$ cat config.mk
export PLATFORM = sky130hd
export DESIGN_NAME = dmem_arbiter
export DESIGN_NICKNAME = d
export VERILOG_FILES = /design/src/rtl/dmem_arb_pkg.sv /design/src/rtl/starve_counter.sv /design/src/rtl/dmem_arbiter.sv
export SDC_FILE = /design/constraint.sdc
export NUM_CORES = 1
export LEC_CHECK = 0
export ABC_AREA = 0
export BUFFER_PORTS_ARGS = -buffer_cell sky130_fd_sc_hd__buf_2
export CORE_AREA = 3 3 115 117
export CTS_BUF_LIST = sky130_fd_sc_hd__clkbuf_4 sky130_fd_sc_hd__clkbuf_8
export DETAILED_ROUTE_END_ITERATION = 8
export DIE_AREA = 0 0 118 120
export PLACE_DENSITY_LB_ADDON = 0.08
export RECOVER_POWER = 50
export SYNTH_ARGS = -nofsm -noshare
export SYNTH_HDL_FRONTEND = slang
export SYNTH_SLANG_ARGS = --single-unit
$ cat constraint.sdc
create_clock -name clk -period 1.4 [get_ports clk]
set_input_delay 0.07 -clock clk [delete_from_list [all_inputs] [get_ports clk]]
set_output_delay 0.07 -clock clk [all_outputs]
set_load 0.03 [all_outputs]
$ cat src/rtl/dmem_arb_pkg.sv
// Shared types for the data-memory arbiter.
//   arb_state_e : arbiter FSM states (core owns dram in IDLE/ACK, aux owns it in GRANT)
//   wait_cnt_w  : width of the starvation counter able to hold 0..MAX_WAIT
package dmem_arb_pkg;

    typedef enum logic [1:0] {
        IDLE  = 2'd0,
        GRANT = 2'd1,
        ACK   = 2'd2
    } arb_state_e;

    function automatic int unsigned wait_cnt_w(input int unsigned max_wait);
        return $clog2(max_wait + 1);
    endfunction

endpackage

$ cat src/rtl/starve_counter.sv
// Saturating wait counter used to bound how long the auxiliary master can be
// blocked by the core.
//   i_clk    : clock
//   i_rst    : asynchronous active-high reset, clears the count
//   i_inc    : increment request (ignored once the count equals i_max)
//   i_clr    : synchronous clear, has priority over i_inc
//   i_max    : saturation value
//   o_at_max : count equals i_max
module starve_counter #(
    parameter int unsigned W = 3
) (
    input  logic         i_clk,
    input  logic         i_rst,
    input  logic         i_inc,
    input  logic         i_clr,
    input  logic [W-1:0] i_max,
    output logic         o_at_max
);

    logic [W-1:0] r_count;

    always_ff @(posedge i_clk or posedge i_rst) begin
        if (i_rst) begin
            r_count <= '0;
        end else if (i_clr) begin
            r_count <= '0;
        end else if (i_inc && !o_at_max) begin
            r_count <= r_count + 1'b1;
        end
    end

    assign o_at_max = (r_count == i_max);

endmodule

$ cat src/rtl/dmem_arbiter.sv
// Shares the single-port data memory between the core (default owner) and an
// auxiliary master using a req/ack handshake. The aux master gets one memory
// cycle (GRANT) when the core is idle, or is forced in after MAX_WAIT
// consecutive blocked cycles, stalling the core for that single cycle.
//   clk, reset                      : clock, async active-high reset
//   cpu_req/we/addr/wdata           : core data-memory request
//   cpu_rdata, cpu_stall            : core load data, core hold request
//   aux_req/we/addr/wdata           : auxiliary request, held until aux_ack
//   aux_ack, aux_rdata              : one-cycle completion pulse, registered read data
//   mem_we/addr/wdata, mem_rdata    : dram port (combinational read)
module dmem_arbiter
    import dmem_arb_pkg::*;
#(
    parameter int unsigned DATA_W   = 32,
    parameter int unsigned ADDR_W   = 32,
    parameter int unsigned MAX_WAIT = 4
) (
    input  logic              clk,
    input  logic              reset,
    input  logic              cpu_req,
    input  logic              cpu_we,
    input  logic [ADDR_W-1:0] cpu_addr,
    input  logic [DATA_W-1:0] cpu_wdata,
    output logic [DATA_W-1:0] cpu_rdata,
    output logic              cpu_stall,
    input  logic              aux_req,
    input  logic              aux_we,
    input  logic [ADDR_W-1:0] aux_addr,
    input  logic [DATA_W-1:0] aux_wdata,
    output logic              aux_ack,
    output logic [DATA_W-1:0] aux_rdata,
    output logic              mem_we,
    output logic [ADDR_W-1:0] mem_addr,
    output logic [DATA_W-1:0] mem_wdata,
    input  logic [DATA_W-1:0] mem_rdata
);

    localparam int unsigned       CNT_W   = wait_cnt_w(MAX_WAIT);
    localparam logic [CNT_W-1:0]  CNT_MAX = CNT_W'(MAX_WAIT);

    arb_state_e        r_state;
    arb_state_e        w_next;
    logic              w_inc;
    logic              w_clr;
    logic              w_at_max;
    logic [DATA_W-1:0] r_aux_rdata;

    starve_counter #(
        .W (CNT_W)
    ) u_wait_cnt (
        .i_clk    (clk),
        .i_rst    (reset),
        .i_inc    (w_inc),
        .i_clr    (w_clr),
        .i_max    (CNT_MAX),
        .o_at_max (w_at_max)
    );

    always_ff @(posedge clk or posedge reset) begin
        if (reset) begin
            r_state <= IDLE;
        end else begin
            r_state <= w_next;
        end
    end

    // Counter only moves in IDLE: it counts blocked cycles, clears when the
    // request is withdrawn, and clears on the transition into GRANT.
    always_comb begin
        w_next = r_state;
        w_inc  = 1'b0;
        w_clr  = 1'b0;
        case (r_state)
            IDLE: begin
                if (aux_req) begin
                    if (!cpu_req || w_at_max) begin
                        w_next = GRANT;
                        w_clr  = 1'b1;
                    end else begin
                        w_inc  = 1'b1;
                    end
                end else begin
                    w_clr = 1'b1;
                end
            end
            GRANT:   w_next = ACK;
            ACK:     w_next = IDLE;
            default: w_next = IDLE;
        endcase
    end

    always_comb begin
        mem_we    = cpu_we & cpu_req;
        mem_addr  = cpu_addr;
        mem_wdata = cpu_wdata;
        cpu_stall = 1'b0;
        if (r_state == GRANT) begin
            mem_we    = aux_we;
            mem_addr  = aux_addr;
            mem_wdata = aux_wdata;
            cpu_stall = cpu_req;
        end
    end

    assign cpu_rdata = mem_rdata;
    assign aux_ack   = (r_state == ACK);

    // Read data for the aux master is sampled at the end of its GRANT cycle
    // so it stays valid during ACK while the core drives the address again.
    always_ff @(posedge clk or posedge reset) begin
        if (reset) begin
            r_aux_rdata <= '0;
        end else if (r_state == GRANT) begin
            r_aux_rdata <= mem_rdata;
        end
    end

    assign aux_rdata = r_aux_rdata;

endmodule

### After elaboration in Yosys (flattened, before gate mapping)

Index checks and enable logic that the tools add are counted.

* register bits: 37
* input port bits: 166
* output and inout port bits: 131

* add/subtract/negate cells: 1
* eq/ne operators: 5
* mux-type cells: 15
* bitwise logic cells: 1
* reductions and logical operators: 7

Operators with widths (count)
* $mux W32: 2
* $mux W1: 8
* $mux W3: 2
* $mux W2: 2
* $ne A2 B2 Y1 const B: 2
* $pmux W2 S2: 1
* $add A3 B1 Y3 const B: 1
* $eq A3 B3 Y1 const B: 1
* $eq A2 B1 Y1 const B: 1
* $eq A2 B2 Y1 const B: 1
* $logic_not A1 Y1: 2
* $logic_not A2 Y1: 1
* $reduce_and A2 Y1: 1
* $reduce_bool A2 Y1: 1
* $and A1 B1 Y1: 1
* $logic_and A1 B1 Y1: 1
* $logic_or A1 B1 Y1: 1

### Depth between registers and ports, before layout

Gate-level depths: netlist (run 1).

* word-level depth: 8
* mapped depth: 5
* gate-level depth less buffers: 5

### Hierarchy

A second synthesis (run 1) with hierarchy kept.

* cells, all modules: 215
* area total of the unflattened synthesis: 2640.0 sq um

By module, submodules not included
* dmem_arbiter: instances 1, cells each 187, area each 2383.5 sq um, sequential area each 850.8 sq um
* starve_counter: instances 1, cells each 28, area each 256.5 sq um, sequential area each 75.1 sq um

### Worst setup path before layout (run 1)

Ideal clock, no wire load.

* path kind: reg2out
* from: reg r_state[0]
* to: out mem_we
* arrival: 1.515 ns
* slack: -0.185 ns
* stages on the path, launching flop included: 5
* buffers on the path: 2
* cells stage by stage: dfrtp_1 -> nor2b_4 -> buf_12 -> buf_12 -> o21ai_0

* word-level cells in the longest chain between the ends: 2

RTL lines
* from (decl): line dmem_arbiter.sv:41 `arb_state_e r_state;`
* from (signal assigned): line dmem_arbiter.sv:63 `r_state <= w_next;`
* $eq A2 B1 Y1: line dmem_arbiter.sv:97 `if (r_state == GRANT) begin`
* $mux W1: line dmem_arbiter.sv:97
* to (decl): line dmem_arbiter.sv:32 `output logic mem_we,`

No other way between the ends.

### Final worst setup path (run 1)

* from: reg r_state[1]
* to: out mem_addr[29]

* word-level cells in the longest chain between the ends: 2

RTL lines
* $eq A2 B1 Y1: line dmem_arbiter.sv:97
* $mux W32: line dmem_arbiter.sv:97
* to (decl): line dmem_arbiter.sv:33 `output logic [ADDR_W-1:0] mem_addr,`

No other way between the ends.

==> metrics, run 1 <==
P_int=3.01 mW; Comb pwr share=54.8%; CTS sink cnt=37; ANT cells=0; status=finished, violations left; filler cell count=1263; WP data arrival=1670 ps; Max FO, Critical Path=7; share of cells above drive strength 1=80.6%; P&R area growth vs syn=65.3%; worst-margin pin slew=578 ps; post-detail-place hpwl=8.24 mm; Psw=1.99 mW; Post-Layout Cell Count=661; largest net degree at the start of global routing=24; Yosys warnings=0; core area=12500 um2; Max Transition Viols Final=0; Final Cycle Share=124%; maximum VDD drop=0.536 mV; Vias=2611; setup TNS=-20940 ps; Final ANT Viol Nets=0; Post-synth top cells=mux2_4, dfrtp_1, buf_4, buf_12, nand2_1; GPL Wtd Cong=0.750; Routed WL per cell=15.1 um; FF+latch count, synth=37; Final #Nets=656; fin crit period=1740 ps; Startpoint Class=register; initial drt markers=60; failing checks=negative setup slack; die area=14200 um2; Detailed Route WL=10.0 mm; number of global-route vias before repair=2764; clock slew at reported path FFs=70 ps; synth unique cells=17; maxcap violations=0; total power=5.00 mW; Hold Path Class=in2reg; final core occ=39.5%; Post-Syn Area per Cell=14.8 um2; Critical Path End Type=output pin; Crit Path Class=reg2out; first-pass GRT wire length=14.8 mm; Rows=41; Reg power frac=28.8%; Final Hold Fails=0; Max clock buf depth=2; clock root cell=clkbuf_8; count leader, synth=mux2_4; die span in x=118 um; remaining global-route overflow=0; DR pass1 iterations=4; Net Sw Frac=39.7%; post-synthesis sequential area ratio=31.1%; Setup WS pre-CTS=-56.8 ps; Clk pwr share=16.5%; CTS buffer count=5; CTS tree=built; GRT Overall Usage=13.0%; setup ws final=-336 ps; H-tree depth=2; # IOs=297; syn_nets=370; Syn Inst Count=202; drc violations=0; Main synth FF type=dfrtp_1; initial antenna violation count=2; Initial Util=23.9%; final setup vio count=76; cell taking the most area after synthesis=mux2_4; synthesized area=2980 um2; top cell type's share of synthesized area=48.4%; RSZ-0062 raised after global routing=true; Worst EP required=1330 ps; P per Cell Area=1020 nW/um2; clock skew=3.61 ps; Worst slew margin=61.3%; LEAKAGE=2.61 nW; number of flops mapped to enable cells by yosys=0; fmax=0.576 GHz; largest cells by area after synthesis=mux2_4, dfrtp_1, buf_4; Buffers on Ports=296; placed cells=640; FFs w/ async S/R, synth=100%; clk_lat worst skew=280 ps; Die Y=120 um; vias per cell=3.95
-- power by group through the flow --
stage | clock network (mW) | registers [mW] | logic (mW)
2_1_floorplan | 0 | 1.92 | 1.37
5_1_grt | 0.918 | 1.48 | 2.88
3_5_place_dp | 0 | 1.45 | 2.57
6_report | 0.823 | 1.44 | 2.74
3_3_place_gp | 0 | 1.46 | 2.56
4_1_cts | 0.874 | 1.44 | 2.75
-- stage by stage --
stage / instance area, um2 / hold WS [ps]
global route: 4930 / 10.8
CTS: 4860 / 3.48
global placement: 4410 / 111
finish: 4930 / 16.4
detailed placement: 4410 / 107
floorplan: 2980 / 152
-- metal layers --
metal | global-route usage (%) | up-vias | wire length [um]
li1 | - | 1246 | -
met1 | 14.2 | 1201 | 3630
met2 | 24.5 | 144 | 5240
met3 | 4.24 | 16 | 956
met4 | 3.08 | 4 | 150
met5 | 0 | - | 27
-- final cells by class --
| cell class | count | area, um2 | share of cell area (%) |
|---|---|---|---|
| Multi-Input combinational cell | 118 | 1580 | 32.0 |
| Inverter | 4 | 15.0 | 0.305 |
| Clock buffer | 7 | 96.3 | 1.96 |
| Tap cell | 172 | 215 | 4.37 |
| Clock inverter | 1 | 5.00 | 0.102 |
| Sequential cell | 37 | 926 | 18.8 |
| Timing Repair Buffer | 322 | 2090 | 42.4 |
-- worst max-delay path: stages, from the launching register on --
cell and delay [ps]:
dfrtp_1 410, nor2b_4 160, buf_12 170, buf_12 110, buf_12 100, mux2_4 290
buf_6 140
-- worst paths after layout --
check	from	end	slack, ps	depth (start not counted)
worst min-delay path	aux_req	r_state[0]$_DFFE_PP0P_	20	3
min in group asynchronous	reset	aux_rdata[27]$_DFFE_PP0P_	320	3
max in group asynchronous	reset	aux_rdata[11]$_DFFE_PP0P_	210	4
worst min register to register	aux_rdata[18]$_DFFE_PP0P_	aux_rdata[18]$_DFFE_PP0P_	510	1
worst max register to register	r_state[1]$_DFFE_PP0P_	aux_rdata[29]$_DFFE_PP0P_	-110	6
worst max-delay path	r_state[1]$_DFFE_PP0P_	mem_addr[29]	-340	6
-- kinds of logic after synthesis --
family          share of synthesized area (%)
buf+inv                                  16.0
mux                                      48.4
fa+ha+maj                               0.839
compound gates                           1.34
simple gates                             2.43
flops                                    31.1
-- state kept, by name, summed over array words and instances, names as in the netlist --
| signal | count |
|---|---|
| u_wait_cnt.r_count | 3 |
| aux_rdata | 32 |
| r_state | 2 |
-- layout by cell type (no fill, tap or decap) --
cell / count
clkbuf_16: 3
dlygate4sd3_1: 2
ha_1: 2
o22ai_1: 1
a21oi_1: 1
nor2b_4: 1
o311ai_0: 1
dfrtp_1: 37
and2b_2: 1
buf_16: 2
and2_1: 2
clkbuf_8: 7
o21ai_1: 1
buf_2: 222
nand2_1: 6
mux2_4: 96
inv_1: 3
buf_12: 6
clkinv_1: 1
nand4_1: 1
clkinv_2: 1
nor2_1: 1
clkbuf_1: 32
buf_6: 45
nand3_1: 1
buf_8: 1
o21ai_0: 3
buf_4: 9
-- timing repair --
item / in CTS / in global routing
resized for setup: 87 / 8
gates cloned: 0 / 3
hold endpoints to repair: 15 / 0
setup endpoints to repair: 66 / 91
hold buffers: 2 / 0
buffers inserted: 5 / 5
Note: power is estimated with default switching activity, not from simulation.
==> run 2, diff against run 1 <==
--- a/config.mk
+++ b/config.mk
@@ -11,8 +11,10 @@
 export CTS_BUF_LIST = sky130_fd_sc_hd__clkbuf_4 sky130_fd_sc_hd__clkbuf_8
 export DETAILED_ROUTE_END_ITERATION = 8
 export DIE_AREA = 0 0 118 120
+export HOLD_SLACK_MARGIN = 0.06
 export PLACE_DENSITY_LB_ADDON = 0.08
 export RECOVER_POWER = 50
+export SKIP_CTS_REPAIR_TIMING = 1
 export SYNTH_ARGS = -nofsm -noshare
 export SYNTH_HDL_FRONTEND = slang
 export SYNTH_SLANG_ARGS = --single-unit
==> metrics, run 2 (synthesis results as in run 1) <==
GRT Overall Usage=12.8% (-0.25 points); P&R area growth vs syn=77.9%; worst-margin pin slew=566 ps (-11.4 ps); Crit Path Class=reg2out; DR pass1 iterations=4 (unchanged); setup ws final=-335 ps (+1.38 ps); initial drt markers=68 (+13%); Rows=41 (unchanged); CTS sink cnt=37 (unchanged); Critical Path End Type=output pin; ANT cells=0 (unchanged); H-tree depth=2 (unchanged); drc violations=0 (unchanged); clock slew at reported path FFs=80 ps (about the same); fin crit period=1730 ps (-1.38 ps); post-detail-place hpwl=8.24 mm (unchanged); Hold Path Class=in2async; die span in x=118 um (unchanged); Worst EP required=1330 ps (about the same); share of cells above drive strength 1=78.2% (-2.4 points); first-pass GRT wire length=14.5 mm (-1.8%); CTS tree=built; Detailed Route WL=10.3 mm (+2.7%); number of global-route vias before repair=2698 (-2.4%); Max FO, Critical Path=13 (+6); Startpoint Class=register; GPL Wtd Cong=0.750 (unchanged); Worst R2R Setup Slack=-110 ps (about the same); vias per cell=3.95 (+0.10%); total power=5.05 mW (+1.0%); P per Cell Area=953 nW/um2 (-6.1%); status=finished, violations left; final setup vio count=73 (-3.9%); Final ANT Viol Nets=0 (unchanged); WP data arrival=1660 ps (about the same); Initial Util=23.9% (unchanged); maximum VDD drop=0.549 mV (+2.3%); Storage cell area=926 um2 (unchanged); die area=14200 um2 (unchanged); Max clock buf depth=2 (unchanged); clock root cell=clkbuf_8; Final Cycle Share=124% (about the same); remaining global-route overflow=0 (unchanged); final core occ=42.5% (+3.0 points); filler cell count=1227 (-2.9%); most frequent cells in the layout=buf_2, mux2_4, buf_6; LEAKAGE=2.80 nW (+7.5%); largest net degree at the start of global routing=24 (unchanged); RSZ-0062 raised after global routing=true; Worst slew margin=62.0% (+0.76 points); Final #Nets=694 (+5.8%); failing checks=negative setup slack; Vias=2764 (+5.9%); initial antenna violation count=1 (-1); Max Transition Viols Final=0 (unchanged); Die Y=120 um (unchanged); core area=12500 um2 (unchanged); maxcap violations=0 (unchanged); CTS buffer count=5 (unchanged); Buffers on Ports=296 (unchanged); clk_lat worst skew=280 ps (about the same); clock skew=4.34 ps (+0.732 ps); # IOs=297 (unchanged); most common cell after layout, fill and taps aside=buf_2; Routed WL per cell=14.7 um (-2.8%); area of the multi-input gates=1580 um2 (unchanged); Final Hold Fails=0 (unchanged); max reg flops=32 (unchanged); fmax=0.576 GHz (about the same)
run 2: cell types whose count changed in the layout (fill, tap and decap cells not counted), sizes merged:
cell,change
clkbuf,-13
dlygate4sd3,+33
buf,+18
run 2: where the power goes:
part	internal (mW)	total (mW)	switching (mW)	leakage, nW
clock	0.445	0.820	0.375	0.0542
combinational	1.30	2.79	1.49	2.30
sequential	1.31	1.44	0.133	0.444
run 2: final cells by class:
type,count,share of cell area [%]
Tap cell,172,4.06
Inverter,4,0.283
Timing Repair Buffer,360,46.5
Multi-Input combinational cell,118,29.8
Sequential cell,37,17.5
Clock buffer,7,1.82
Clock inverter,1,0.0944
run 2: routing by layer:
metal | vias up | wire length [um] | GRT usage [%]
met2 | 150 | 5430 | 24.0
met3 | 16 | 917 | 4.48
met4 | 2 | 171 | 3.00
met5 | - | 17 | 0
met1 | 1273 | 3740 | 13.7
li1 | 1323 | - | -
run 2: through the flow:
stage / hold slack, ps / worst slack (ps) / std cells / TNS (ps) / instance area, um2
2_1_floorplan: 152 / 48.5 / 202 / 0 / 2980
3_5_place_dp: 107 / -56.8 / 640 / -1660 / 4410
3_3_place_gp: 111 / -49.1 / 640 / -1270 / 4410
5_1_grt: 353 / -423 / 699 / -27490 / 5300
4_1_cts: -210 / -381 / 648 / -22880 / 4520
6_report: 314 / -335 / 699 / -20720 / 5300
run 2: final timing paths:
check,start,to,cells after the start
max in group asynchronous,reset,aux_rdata[11]$_DFFE_PP0P_,4
min,reset,aux_rdata[27]$_DFFE_PP0P_,3
max,r_state[1]$_DFFE_PP0P_,mem_addr[8],5
min in group clk,cpu_wdata[22],mem_wdata[22],3
min reg2reg,aux_rdata[6]$_DFFE_PP0P_,aux_rdata[6]$_DFFE_PP0P_,1
max reg2reg,r_state[1]$_DFFE_PP0P_,aux_rdata[29]$_DFFE_PP0P_,6
run 2: worst max-delay path, cell delays in order, from the launching register on:
cell and delay (ps):
dfrtp_1 410, nor2b_4 160, buf_4 160, buf_12 160, mux2_4 300, buf_2 190
==> run 3, diff against run 2 <==
--- a/config.mk
+++ b/config.mk
@@ -11,6 +11,7 @@
 export CTS_BUF_LIST = sky130_fd_sc_hd__clkbuf_4 sky130_fd_sc_hd__clkbuf_8
 export DETAILED_ROUTE_END_ITERATION = 8
 export DIE_AREA = 0 0 118 120
+export GPL_TIMING_DRIVEN = 0
 export HOLD_SLACK_MARGIN = 0.06
 export PLACE_DENSITY_LB_ADDON = 0.08
 export RECOVER_POWER = 50
==> metrics, run 3 (synthesis results as in run 1) <==
maximum VDD drop=0.595 mV (+8.5%); most frequent cells in the layout=buf_2, mux2_4, clkbuf_1; Initial Util=23.9% (unchanged); LEAKAGE=2.69 nW (-4.1%); clock root cell=clkbuf_8; die span in x=118 um (unchanged); Hold Path Class=in2out; placed cells=670 (+4.7%); Critical Path End Type=output pin; failing checks=negative setup slack; setup TNS=-25340 ps (-4620 ps); fmax=0.559 GHz (-3.0%); placed cell area=4680 um2 (+6.0%); P per Cell Area=949 nW/um2 (-0.49%); post-detail-place hpwl=8.24 mm (about the same); Die Y=120 um (unchanged); Buffers on Ports=296 (unchanged); remaining global-route overflow=0 (unchanged); Max Transition Viols Final=0 (unchanged); Detailed Route WL=9.95 mm (-3.2%); share of cells above drive strength 1=73.1% (-5.1 points); CTS buffer count=5 (unchanged); Final #Nets=710 (+2.3%); met2 GRT Util=23.2% (-0.79 points); Max clock buf depth=2 (unchanged); most common cell after layout, fill and taps aside=buf_2; worst-margin pin slew=807 ps (+241 ps); number of global-route vias before repair=2575 (-4.6%); Crit Path Class=reg2out; RSZ-0062 raised after global routing=true; met1 Use GR=14.7% (+0.97 points); Worst EP required=1330 ps (about the same); GPL Wtd Cong=0.738 (-1.6%); Rows=41 (unchanged); initial antenna violation count=0 (-1); final setup vio count=82 (+12%); CTS tree=built; initial drt markers=50 (-26%); clk_lat worst skew=290 ps (about the same); # IOs=297 (unchanged); Startpoint Class=register; ANT cells=0 (unchanged); fin crit period=1790 ps (+53.7 ps); first-pass GRT wire length=14.4 mm (-0.57%); P&R area growth vs syn=71.3%; DR pass1 iterations=4 (unchanged); vias per cell=3.85 (-2.5%); Routed WL per cell=13.9 um (-5.3%); GRT Overall Usage=12.7% (-0.068 points); core area=12500 um2 (unchanged); Setup WS pre-CTS=-104 ps (-46.9 ps); worst hold slack=465 ps (+151 ps); setup ws final=-389 ps (-53.7 ps); clock skew=9.85 ps (+5.51 ps); clock slew at reported path FFs=80 ps (about the same); CTS sink cnt=37 (unchanged); largest net degree at the start of global routing=38 (+58%); design area=5110 um2 (-3.7%); status=finished, violations left; max reg flops=32 (unchanged); Final Cycle Share=128% (+3.8 points); total power=4.84 mW (-4.2%); drc violations=0 (unchanged); H-tree depth=2 (unchanged); Max FO, Critical Path=10 (-3); Final Hold Fails=0 (unchanged); Worst slew margin=46.1% (-16 points); die area=14200 um2 (unchanged); maxcap violations=0 (unchanged); GRT busiest layer=met2; Final ANT Viol Nets=0 (unchanged); met3 usage=4.15% (-0.33 points); final core occ=41.0% (-1.6 points); WP data arrival=1720 ps (+60 ps); Post-Layout Cell Count=715 (+2.3%); Vias=2756 (-0.29%)
==> run 3: path summary, 6_finish.rpt <==
kind	cells past startpoint	startpoint	endpoint	slack (ps)
worst max-delay path	5	r_state[1]$_DFFE_PP0P_	mem_addr[6]	-390
worst min-delay path	3	aux_wdata[0]	mem_wdata[0]	470
worst max register to register	5	r_state[1]$_DFFE_PP0P_	aux_rdata[9]$_DFFE_PP0P_	-70
worst min register to register	1	aux_rdata[0]$_DFFE_PP0P_	aux_rdata[0]$_DFFE_PP0P_	510
max in group asynchronous	3	reset	u_wait_cnt.r_count[0]$_DFFE_PP0P_	390
min in group asynchronous	3	reset	aux_rdata[22]$_DFFE_PP0P_	510
==> run 3: cell type report <==
| class | count | area [um2] |
|---|---|---|
| plain buffers | 43 | 460 |
| clock buffers | 6 | 76.3 |
| clock inverters | 2 | 10.0 |
| fillers | 1258 | 7360 |
| inverters | 4 | 15.0 |
| multi-input cells | 118 | 1580 |
| flip-flops and latches | 37 | 926 |
| well taps | 172 | 215 |
| repair buffers | 333 | 1820 |
==> run 3: worst max-delay path: stages, from the launching register on <==
cell     delay, ps
dfrtp_1        450
nor2b_4        150
buf_12         180
buf_12         160
mux2_4         300
buf_2          190
==> run 3: power breakdown <==
part | total (mW) | switching, mW | internal [mW]
Clock | 0.755 | 0.390 | 0.365
Combinational | 2.64 | 1.47 | 1.17
Sequential | 1.45 | 0.143 | 1.31
Total | 4.84 | 2.00 | 2.84
==> run 3: layer usage <==
| layer | up-vias | routed length [um] |
|---|---|---|
| met2 | 147 | 5200 |
| li1 | 1353 | - |
| met3 | 8 | 811 |
| met5 | - | 0 |
| met1 | 1248 | 3850 |
| met4 | 0 | 90 |
